`config.mk`:
```
export PLATFORM = sky130hd
export DESIGN_NAME = fib_stream_scheduler
export DESIGN_NICKNAME = d
export VERILOG_FILES = /design/src/rtl/fib_stream_scheduler.sv
export SDC_FILE = /design/constraint.sdc
export NUM_CORES = 1
export LEC_CHECK = 0
export ABC_AREA = 1
export BUFFER_PORTS_ARGS = -buffer_cell sky130_fd_sc_hd__buf_2
export CAP_MARGIN = 20
export CORE_ASPECT_RATIO = 1.25
export CORE_MARGIN = 2
export CORE_UTILIZATION = 50
export DETAILED_ROUTE_END_ITERATION = 6
export PLACE_DENSITY_LB_ADDON = 0.25
export SKIP_CTS_REPAIR_TIMING = 1
export SYNTH_ARGS = -nofsm -noshare
export SYNTH_HDL_FRONTEND = slang
export SYNTH_SLANG_ARGS = --single-unit
export TNS_END_PERCENT = 20
```
`constraint.sdc`:
```
create_clock -name clk -period 2.6 [get_ports clk]
set_clock_uncertainty 0.05 [all_clocks]
set_input_delay 0.39 -clock clk [delete_from_list [all_inputs] [get_ports clk]]
set_output_delay 0.39 -clock clk [all_outputs]
set_load 0.02 [all_outputs]
```
`src/rtl/fib_stream_scheduler.sv`:
```
// fib_stream_scheduler: round-robin shared Fibonacci term engine streaming terms over valid/ready
module fib_stream_scheduler #(
   parameter int NREQ  = 4,
   parameter int WIDTH = 32,
   parameter int CNT_W = 8,
   localparam int ID_W = $clog2(NREQ)
) (
   input  logic                  clk,
   input  logic                  rst,
   input  logic [NREQ-1:0]       req,
   input  logic [NREQ*CNT_W-1:0] req_cnt,
   input  logic [WIDTH-1:0]      max_value,
   output logic [NREQ-1:0]       gnt,
   output logic                  out_valid,
   input  logic                  out_ready,
   output logic [WIDTH-1:0]      out_data,
   output logic [ID_W-1:0]       out_id,
   output logic                  out_last,
   output logic                  out_ovf,
   output logic                  busy
);
   localparam logic [1:0] IDLE = 2'd0, GRANT = 2'd1, RUN = 2'd2;
   logic [1:0] state;
   logic [ID_W-1:0] rr, id, pick;
   logic [CNT_W-1:0] rem;
   logic [WIDTH-1:0] lim, a, b;
   logic bc, run, hs, exceed, rem_one;
   logic [WIDTH:0] sum;
   function automatic logic [ID_W-1:0] wrap(input int v);
      return ID_W'(v % NREQ);
   endfunction
   // Scanning downward lets the first set bit at or after rr win the last write.
   always_comb begin
      pick = '0;
      for (int i = NREQ - 1; i >= 0; i--)
         pick = req[wrap(int'(rr) + i)] ? wrap(int'(rr) + i) : pick;
   end
   assign run       = state == RUN;
   assign sum       = {1'b0, a} + {1'b0, b};
   assign rem_one   = rem == CNT_W'(1);
   assign exceed    = (b > lim) | bc;
   assign hs        = run & out_ready;
   assign out_valid = run;
   assign out_data  = a;
   assign out_id    = id;
   assign out_last  = run & (rem_one | exceed);
   assign out_ovf   = run & exceed & ~rem_one;
   assign busy      = state != IDLE;
   always_ff @(posedge clk) begin
      if (rst) begin
         state <= IDLE;
         gnt   <= '0;
         rr    <= '0;
         id    <= '0;
         rem   <= '0;
         lim   <= '0;
         a     <= '0;
         b     <= '0;
         bc    <= 1'b0;
      end else begin
         gnt <= '0;
         if (state == IDLE && |req) begin
            state <= GRANT;
            gnt   <= NREQ'(1) << pick;
            id    <= pick;
            rr    <= wrap(int'(pick) + 1);
            rem   <= req_cnt[pick*CNT_W +: CNT_W];
            lim   <= max_value;
            a     <= '0;
            b     <= WIDTH'(1);
            bc    <= 1'b0;
         end else if (state == GRANT) begin
            state <= (rem == '0) ? IDLE : RUN;
         end else if (hs) begin
            a     <= b;
            b     <= sum[WIDTH-1:0];
            bc    <= sum[WIDTH];
            rem   <= rem - CNT_W'(1);
            state <= out_last ? IDLE : RUN;
         end
      end
   end
endmodule
```
### Yosys cells after proc, flatten, opt, wreduce, memory -nomap -nowiden

Cells that the tools add are included.

* logic and storage cells: 72
* input port bits: 71
* memories kept: 0
* bits in latches: 0
* bits in read-only memories: 0
* register bits after elaboration: 115
* RAM bits: 0
* output and inout port bits: 42

* $lt $le $gt $ge: 5
* reduce and logical (&&, ||, !) cells: 12
* bitwise logic cells: 9
* shift operators: 2
* multipliers: 0
* multiplexer cells: 23
* $add $sub $neg: 6
* equal/unequal tests: 4
* divide/modulo/power cells: 0

Operators with widths (count)
* adder 32 x 32 -> 33 bit: 1
* > comparator 32 bit: 1
* indexed part select 32 x 6 -> 8 bit: 1
* 2-to-1 mux 8 bit: 3
* 2-to-1 mux 2 bit: 8
* less-than comparator 2 x 3 -> 1 bit (second input constant): 4
* binary-select mux 1 bit (select 2 bit): 4
* equality test 8 x 1 -> 1 bit (second input constant): 1
* logical NOT 8 bit: 1
* 2-to-1 mux 1 bit: 8
* subtractor 8 x 1 -> 8 bit (second input constant): 1
* nonzero test 2 bit: 3
* adder 2 x 1 -> 2 bit (second input constant): 2
* adder 2 bit (second input constant): 2
* AND 1 bit: 4
* AND reduction 2 bit: 2
* OR reduction 2 bit: 2
* OR reduction 4 bit: 1
* left shift 1 x 2 -> 4 bit (first input constant): 1
* inverter 1 bit: 3
* nonzero test 3 bit: 1
* equality test 2 x 1 -> 1 bit (second input constant): 1
* equality test 2 bit (second input constant): 1
* logical NOT 2 bit: 1
* 3 further kinds: 4

### Depth between registers and ports, before layout

Gate-level depths: netlist (run 1).

* depth in word-level cells: 9
* mapped depth: 18
* gate-level depth less buffers: 18

### Least setup slack after synthesis (run 1)

No wires, ideal clock.

* path kind: register to register
* start point: reg a[0], in the netlist out_data[0]
* end point: reg b[22]
* path slack: 0.255 ns
* clock period less this slack: 2.345 ns
* required time: 2.441 ns
* data arrival time: 2.187 ns
* buffers on the path: 0
* library setup time: 0.109 ns
* cell stages (with the launch flop): 16
* cell sequence: dfxtp_1 > ha_1 > inv_1 > fa_1 > inv_1 > nand3_1 > nand2_1 > a21oi_1 > o21ai_0 > nand2_1 > nand3_1 > nand2_1 > nand3_1 > nand3_1 > nand2_1 > inv_1

* longest elaborated chain between the ends: 1

Ends and longest elaborated chain
* start, declared: RTL line 26 `logic [WIDTH-1:0] lim, a, b;`
* start signal, assigned: RTL line 57 `a <= '0;`
* start signal, assigned: RTL line 69 `a <= '0;`
* start signal, assigned: RTL line 75 `a <= b;`
* adder 32 x 32 -> 33 bit: RTL line 39 `assign sum = {1'b0, a} + {1'b0, b};`
* end signal, assigned: RTL line 76 `b <= sum[WIDTH-1:0];`
* end, declared: RTL line 26

Every way passes these cells.
A chain may end at the register's enable or synchronous reset.

### Worst setup path after layout (run 1)

* start point: reg b[15]
* end point: out out_ovf

* longest elaborated chain between the ends: 4

Ends and longest elaborated chain
* > comparator 32 bit: RTL line 41 `assign exceed = (b > lim) | bc;`
* bitwise OR 1 bit: RTL line 41
* AND 1 bit (2 in series): RTL line 47 `assign out_ovf = run & exceed & ~rem_one;`
* end, declared: RTL line 19 `output logic out_ovf,`

Every way passes these cells.

==> reports/qor.csv, run 1 <==
stage;metric;value;unit
drt;final WL;20000;um
grt;GR Layer Usage met1;31.4;%
synthesis;Post-synth top flop;dfxtp_1;
power_and_ir_drop;maximum vdd drop;0.379;mV
synthesis;leading area contributor after synthesis;dfxtp_1;
clock_network;Clock Path Buffers;2;
sta;fin crit share;101;%
layout;Layout area overhead;20.6;%
synthesis;Seq/Total Area, Yosys;30.8;%
hold_path;hold-critical path depth;3;
drt;Antenna Nets Post-Route;0;
grt;antenna violations before repair;0;
layout;FILL cells;1457;
floorplanning;die width;113;um
clock_network;clk root buf;clkbuf_16;
power_and_ir_drop;Tot Pwr;5.94;mW
sta;final setup margin;-0.0315;ns
floorplanning;die area;0.0160;sq mm
grt;first-pass GRT wire length;32700;um
power_and_ir_drop;clock power share;37.0;%
sta;pins over their slew limit;0;
synthesis;Synth area leaders;dfxtp_1, nand2_1, ha_1, inv_1, a21oi_1;
power_and_ir_drop;Seq pwr share;34.5;%
floorplanning;cell row count;50;
floorplanning;I/O pin count;113;
layout;# nets final;1375;
synthesis;Post-Syn Nets;1253;
critical_path;reg-to-reg endpoint;b[22];
layout;area used by multi-input combinational logic;0.00458;sq mm
grt;GRT Overall Usage;25.4;%
synthesis;Synth cell types;46;
floorplanning;Die H;141;um
sta;worst slew pin tran;0.472;ns
place;worst slack, placed;0.106;ns
critical_path;critical setup path kind;reg -> out;
critical_path;Required @ worst endpoint;2.16;ns
sta;RSZ-0062 raised after global routing;true;
grt;M2 GR Usage;43.8;%
place;final HPWL from detailed placement;14800;um
floorplanning;Starting Density;50.5;%
synthesis;top-area cell type share of the netlist area;30.8;%
place;# port buffers;112;
clock_network;CTS tree;done;
grt;GRT busiest layer;met2;
power_and_ir_drop;Pleak;4.45;nW
run_status;failing checks;setup timing;
synthesis;Post-synth EDFFs;0;
power_and_ir_drop;Pwr per Cell Area;658;mW/mm^2
critical_path;crit path launch type;register;
grt;total gr overflow;0;
synthesis;Ys Warns;0;
flow_run;Max Cap Viol;0;
run_status;status;finished with violations;
sta;Slew headroom;68.5;%
drt;DRT Pass-1 Iters;5;
synthesis;Avg Inst Size Synth;6.71;sq um
clock_network;number of CTS-inserted buffers;17;
drt;vias;7482;
layout;post-layout util;60.8;%
synthesis;synth cell count leaders;nand2_1, inv_1, dfxtp_1, a21oi_1, o21ai_0;
power_and_ir_drop;Int Pwr;3.93;mW
drt;mean number of vias per cell;5.24;
sta;final setup vio count;2;
grt;met3 Track Usage GR;4.94;%
sta;Tmin final;2.63;ns
synthesis;Synth Register Bits;115;
hold_path;hold_sp;max_value[24];
hold_path;Min-Delay Path Class;in -> reg;
place;gpl congestion;0.948;
clock_network;Reg clk slew, reported paths;0.05;ns
layout;layout cells sized above 1;18.4;%
critical_path;arrival time worst endpoint;2.19;ns
drt;routed length per instance;14.0;um
critical_path;r2r startpoint;b[1];
grt;vias in the first global route;7075;
floorplanning;core area;0.0148;sq mm
synthesis;Post-Syn Area;0.00748;sq mm
sta;Hold Slack;0.108;ns
sta;Final Hold Viols;0;
power_and_ir_drop;Psw;2.01;mW
critical_path;crit-path max FO;4;
critical_path;R2R Setup Slk;0.18;ns
synthesis;top-count cell post-synth;nand2_1;
clock_network;Worst-Skew Late Latency;0.43;ns
synthesis;synthesized instance count;1115;
hold_path;hold endpoint;lim[24];
clock_network;clock tree sinks;115;
sta;fmax;380;MHz
power_and_ir_drop;sw frac;33.8;%
critical_path;R2R cell count;14;
layout;FF/Latch Area;0.00232;sq mm
layout;diode count;0;
grt;pin count of the biggest net entering global routing;46;
drt;DRC viols;0;
power_and_ir_drop;Comb pwr share;28.4;%
critical_path;crit end category;primary output;
synthesis;share of flip-flops with an asynchronous set or reset;0;%
drt;Initial DRC Count;488;
clock_network;H-tree lvl count;4;
-- registers in the layout, summed over array words and instances, names as in the netlist --
| name | count |
|---|---|
| b | 32 |
| lim | 32 |
| out_data | 32 |
| rem | 8 |
| gnt | 4 |
| out_id | 2 |
| rr | 2 |
| state | 2 |
| bc | 1 |
-- placed cells by master, fill, tap and decap left out, drive strengths merged, types with 8 or more instances in the layout --
| cell type | n |
|---|---|
| nand2 | 305 |
| inv | 158 |
| buf | 137 |
| dfxtp | 115 |
| a21oi | 101 |
| o21ai | 90 |
| nor2 | 67 |
| ha | 66 |
| nand3 | 59 |
| clkbuf | 24 |
| o21bai | 18 |
| nand4 | 14 |
| o21a | 13 |
| nand3b | 12 |
| xor2 | 10 |
| nor3 | 9 |
| o211ai | 8 |
-- through the flow --
step | TNS, ns | cells | cell area (sq um)
after detailed placement | 0 | 1399 | 8290
after global routing | -0.343 | 1429 | 9020
after CTS | -0.286 | 1428 | 8830
after floorplan | 0 | 1115 | 7480
after global placement | 0 | 1399 | 8290
final | -0.0585 | 1429 | 9020
-- area by class of cell --
type | count | area share (%)
Timing Repair Buffer | 137 | 8.32
Multi-Input combinational cell | 808 | 50.8
Inverter | 158 | 6.57
Clock inverter | 5 | 0.583
Clock buffer | 24 | 5.45
Tap cell | 182 | 2.52
Sequential cell | 115 | 25.7
-- cell families (layout without fill, tap and decap cells) --
kind of cell               after synthesis  count (layout)  share of synthesized area (%)
DFF                                    115             115                           30.8
buffers and inverters                  192             324                           10.2
xor gates and xnor gates                16              16                           1.87
AOI/OAI and AO/OA                      251             251                           19.1
and+or+nand+nor                        474             474                           26.8
adders and majority gates               67              67                           11.3
-- routing by layer --
| metal | vias up | part of all wire, % |
|---|---|---|
| met2 | 161 | 49 |
| met5 | - | 0 |
| met1 | 3404 | 45 |
| met3 | 37 | 3.7 |
| met4 | 0 | 2.7 |
| li1 | 3880 | - |
-- power by group through the flow --
stage          Clock [mW]  Sequential (mW)  Combinational [mW]
3_3_place_gp            0             2.08                1.62
4_1_cts              2.22             2.05                1.65
5_1_grt              2.29             2.07                1.94
2_1_floorplan           0             2.08                1.28
3_5_place_dp            0             2.08                1.64
6_report             2.20             2.05                1.69
-- how the worst max path moves through the flow --
stage                startpoint  endpoint
floorplan           out_data[0]     b[22]
global placement    out_data[0]     b[22]
detailed placement  out_data[0]     b[22]
CTS                       b[23]   out_ovf
global route              b[20]   out_ovf
finish                    b[15]   out_ovf
-- worst max-delay path, stage by stage (launching register included) --
cell,delay [ns]
dfxtp_1,0.36
ha_4,0.30
nand2_1,0.09
o21ai_0,0.25
a21oi_2,0.08
nand2_1,0.10
nand2_1,0.06
nand2_1,0.06
nand2_1,0.06
nand2_2,0.09
nand2_2,0.07
nor2_1,0.11
buf_4,0.14
(Power assumes the default switching activity.)
==> run 2: changes to the inputs <==
- GPL_TIMING_DRIVEN: unset -> 0
- PLACE_DENSITY: unset -> 0.75
- PLACE_DENSITY_LB_ADDON: 0.25 -> unset
==> run 2 against run 1 <==
First-iteration DRC count is 31% lower. Fmax is 1.2% higher. Largest power group unchanged. Hold slack better by 0.016 ns. Power hardly changed. The flow still finishes with violations (setup timing). Largest cell class unchanged.
==> reports/qor.csv, run 2 (synthesis gave the netlist of run 1 again) <==
stage;metric;value;unit;change
run_status;status;finished with violations;;
run_status;failing checks;setup timing;;
clock_network;clock tree sinks;115;;unchanged
drt;vias;7581;;+1.3%
drt;met2 wire len;10600;um;+8.0%
critical_path;R2R Setup Slk;0.10;ns;-0.08 ns
layout;layout cells sized above 1;18.3;%;-0.096 points
clock_network;clk root buf;clkbuf_16;;
power_and_ir_drop;maximum vdd drop;0.373;mV;-1.6%
drt;DR WL met3;832;um;+12%
layout;Layout area overhead;20.7;%;
place;final HPWL from detailed placement;16600;um;+12%
layout;most frequent standard cell in the layout excluding fill and tap cells;nand2_1;;
critical_path;crit path launch type;register;;
hold_path;hold_sp;max_value[11];;
critical_path;crit-path max FO;4;;unchanged
hold_path;Min-Delay Path Class;in -> reg;;
sta;Hold Slack;0.124;ns;+0.0162 ns
drt;routed length per instance;15.0;um;+6.9%
critical_path;Setup crit start;b[17];;
sta;RSZ-0062 raised after global routing;true;;
drt;DRT met1 WL;9570;um;+7.2%
drt;mean number of vias per cell;5.26;;+0.48%
flow_run;Max Cap Viol;0;;unchanged
grt;antenna violations before repair;0;;unchanged
sta;fmax;384;MHz;+1.2%
sta;final setup margin;-0.00157;ns;+0.0300 ns
clock_network;Reg clk slew, reported paths;0.05;ns;about the same
drt;final WL;21600;um;+7.8%
critical_path;Required @ worst endpoint;2.16;ns;about the same
layout;Design Area, Final;0.00903;sq mm;+0.14%
layout;# nets final;1386;;+0.80%
floorplanning;die area;0.0160;sq mm;unchanged
layout;post-layout util;60.9;%;+0.084 points
sta;Setup TNS;-0.00157;ns;+0.0570 ns
sta;Tmin final;2.60;ns;-0.0300 ns
layout;diode count;0;;unchanged
sta;pins over their slew limit;0;;unchanged
floorplanning;die width;113;um;unchanged
critical_path;critical setup path kind;reg -> out;;
layout;most frequent cells in the layout;nand2_1, inv_1, buf_2;;
critical_path;r2r startpoint;out_data[0];;
grt;vias in the first global route;7217;;+2.0%
drt;DRC viols;0;;unchanged
sta;fin crit share;100;%;-1.2 points
power_and_ir_drop;Pwr per Cell Area;657;mW/mm^2;-0.15%
sta;Final Hold Viols;0;;unchanged
floorplanning;cell row count;50;;unchanged
critical_path;arrival time worst endpoint;2.16;ns;-0.03 ns
sta;Slew headroom;50.0;%;-19 points
sta;final setup vio count;1;;-1
power_and_ir_drop;Tot Pwr;5.94;mW;about the same
layout;FILL cells;1458;;+0.069%
critical_path;crit end category;primary output;;
drt;top sig layer;met4;;
floorplanning;I/O pin count;113;;unchanged
place;# port buffers;111;;-0.89%
clock_network;Worst-Skew Late Latency;0.42;ns;about the same
clock_network;CTS tree;done;;
clock_network;H-tree lvl count;4;;unchanged
grt;total gr overflow;0;;unchanged
drt;Antenna Nets Post-Route;0;;unchanged
clock_network;number of CTS-inserted buffers;17;;unchanged
grt;first-pass GRT wire length;34900;um;+6.5%
floorplanning;Die H;141;um;unchanged
floorplanning;Starting Density;50.5;%;unchanged
grt;pin count of the biggest net entering global routing;17;;-63%
grt;GRT Overall Usage;27.3;%;+1.9 points
place;Post-DP Area;0.00827;sq mm;-0.29%
sta;worst slew pin tran;0.747;ns;+0.275 ns
place;gpl congestion;0.967;;+2.0%
floorplanning;core area;0.0148;sq mm;unchanged
clock_network;Clock Path Buffers;2;;unchanged
drt;DRT Pass-1 Iters;5;;unchanged
drt;Initial DRC Count;339;;-31%
power_and_ir_drop;Pleak;4.42;nW;-0.82%
run 2: cell types whose count changed in the layout (fill, tap and decap cells not counted), moves of 2 or more:
cell and delta:
nor2_2 -3, o21ai_2 +2, nor2_1 +2, clkbuf_1 +18
buf_4 -20, nand2_1 -2, dfxtp_1 -3, nand2_2 +2
buf_2 +12, buf_6 +2, o21ai_0 -3, dfxtp_2 +3
run 2: cell type report:
cell class	instances	area [sq um]	share of cell area [%]
plain buffers	34	166	1.84
well taps	182	228	2.52
repair buffers	114	581	6.43
clock inverters	5	27.5	0.305
inverters	158	593	6.57
multi-input cells	808	4620	51.1
clock buffers	25	495	5.48
flip-flops and latches	115	2320	25.7
run 2: power by group:
part | total (mW) | switching (mW) | internal, mW
Combinational | 1.83 | 1.17 | 0.656
Sequential | 2.03 | 0.104 | 1.93
Clock | 2.08 | 0.780 | 1.30
Total | 5.94 | 2.05 | 3.88
run 2: path summary, 6_finish.rpt:
check                           depth (start not counted)        end
worst max-delay path                                   14   out_last
worst min-delay path                                    3    lim[11]
worst max register to register                         14      b[26]
worst min register to register                          2  out_id[0]
run 2: stage by stage:
step / setup slack [ns] / std cells
6_report: -0.00157 / 1441
5_1_grt: -0.143 / 1441
4_1_cts: -0.316 / 1438
3_5_place_dp: -0.269 / 1408
3_3_place_gp: -0.234 / 1408
2_1_floorplan: 0.255 / 1115
run 2: critical path, stage by stage (launching register included):
cell and delay [ns]:
dfxtp_2 0.35, ha_1 0.32, nand2_1 0.08, nand2_1 0.06, nand2_1 0.06, nand2_1 0.05
nand2_1 0.05, nand3_1 0.09, a21oi_2 0.20, nand2_1 0.08, nand2_1 0.08, nand2_2 0.07
nand2_2 0.07, nand2_1 0.05, buf_2 0.15
run 2: per-layer routing:
metal / vias up / global-route usage [%]
met3: 38 / 5.07
met2: 184 / 47.3
li1: 3916 / -
met1: 3443 / 34.2
met4: 0 / 8.73
met5: - / 0
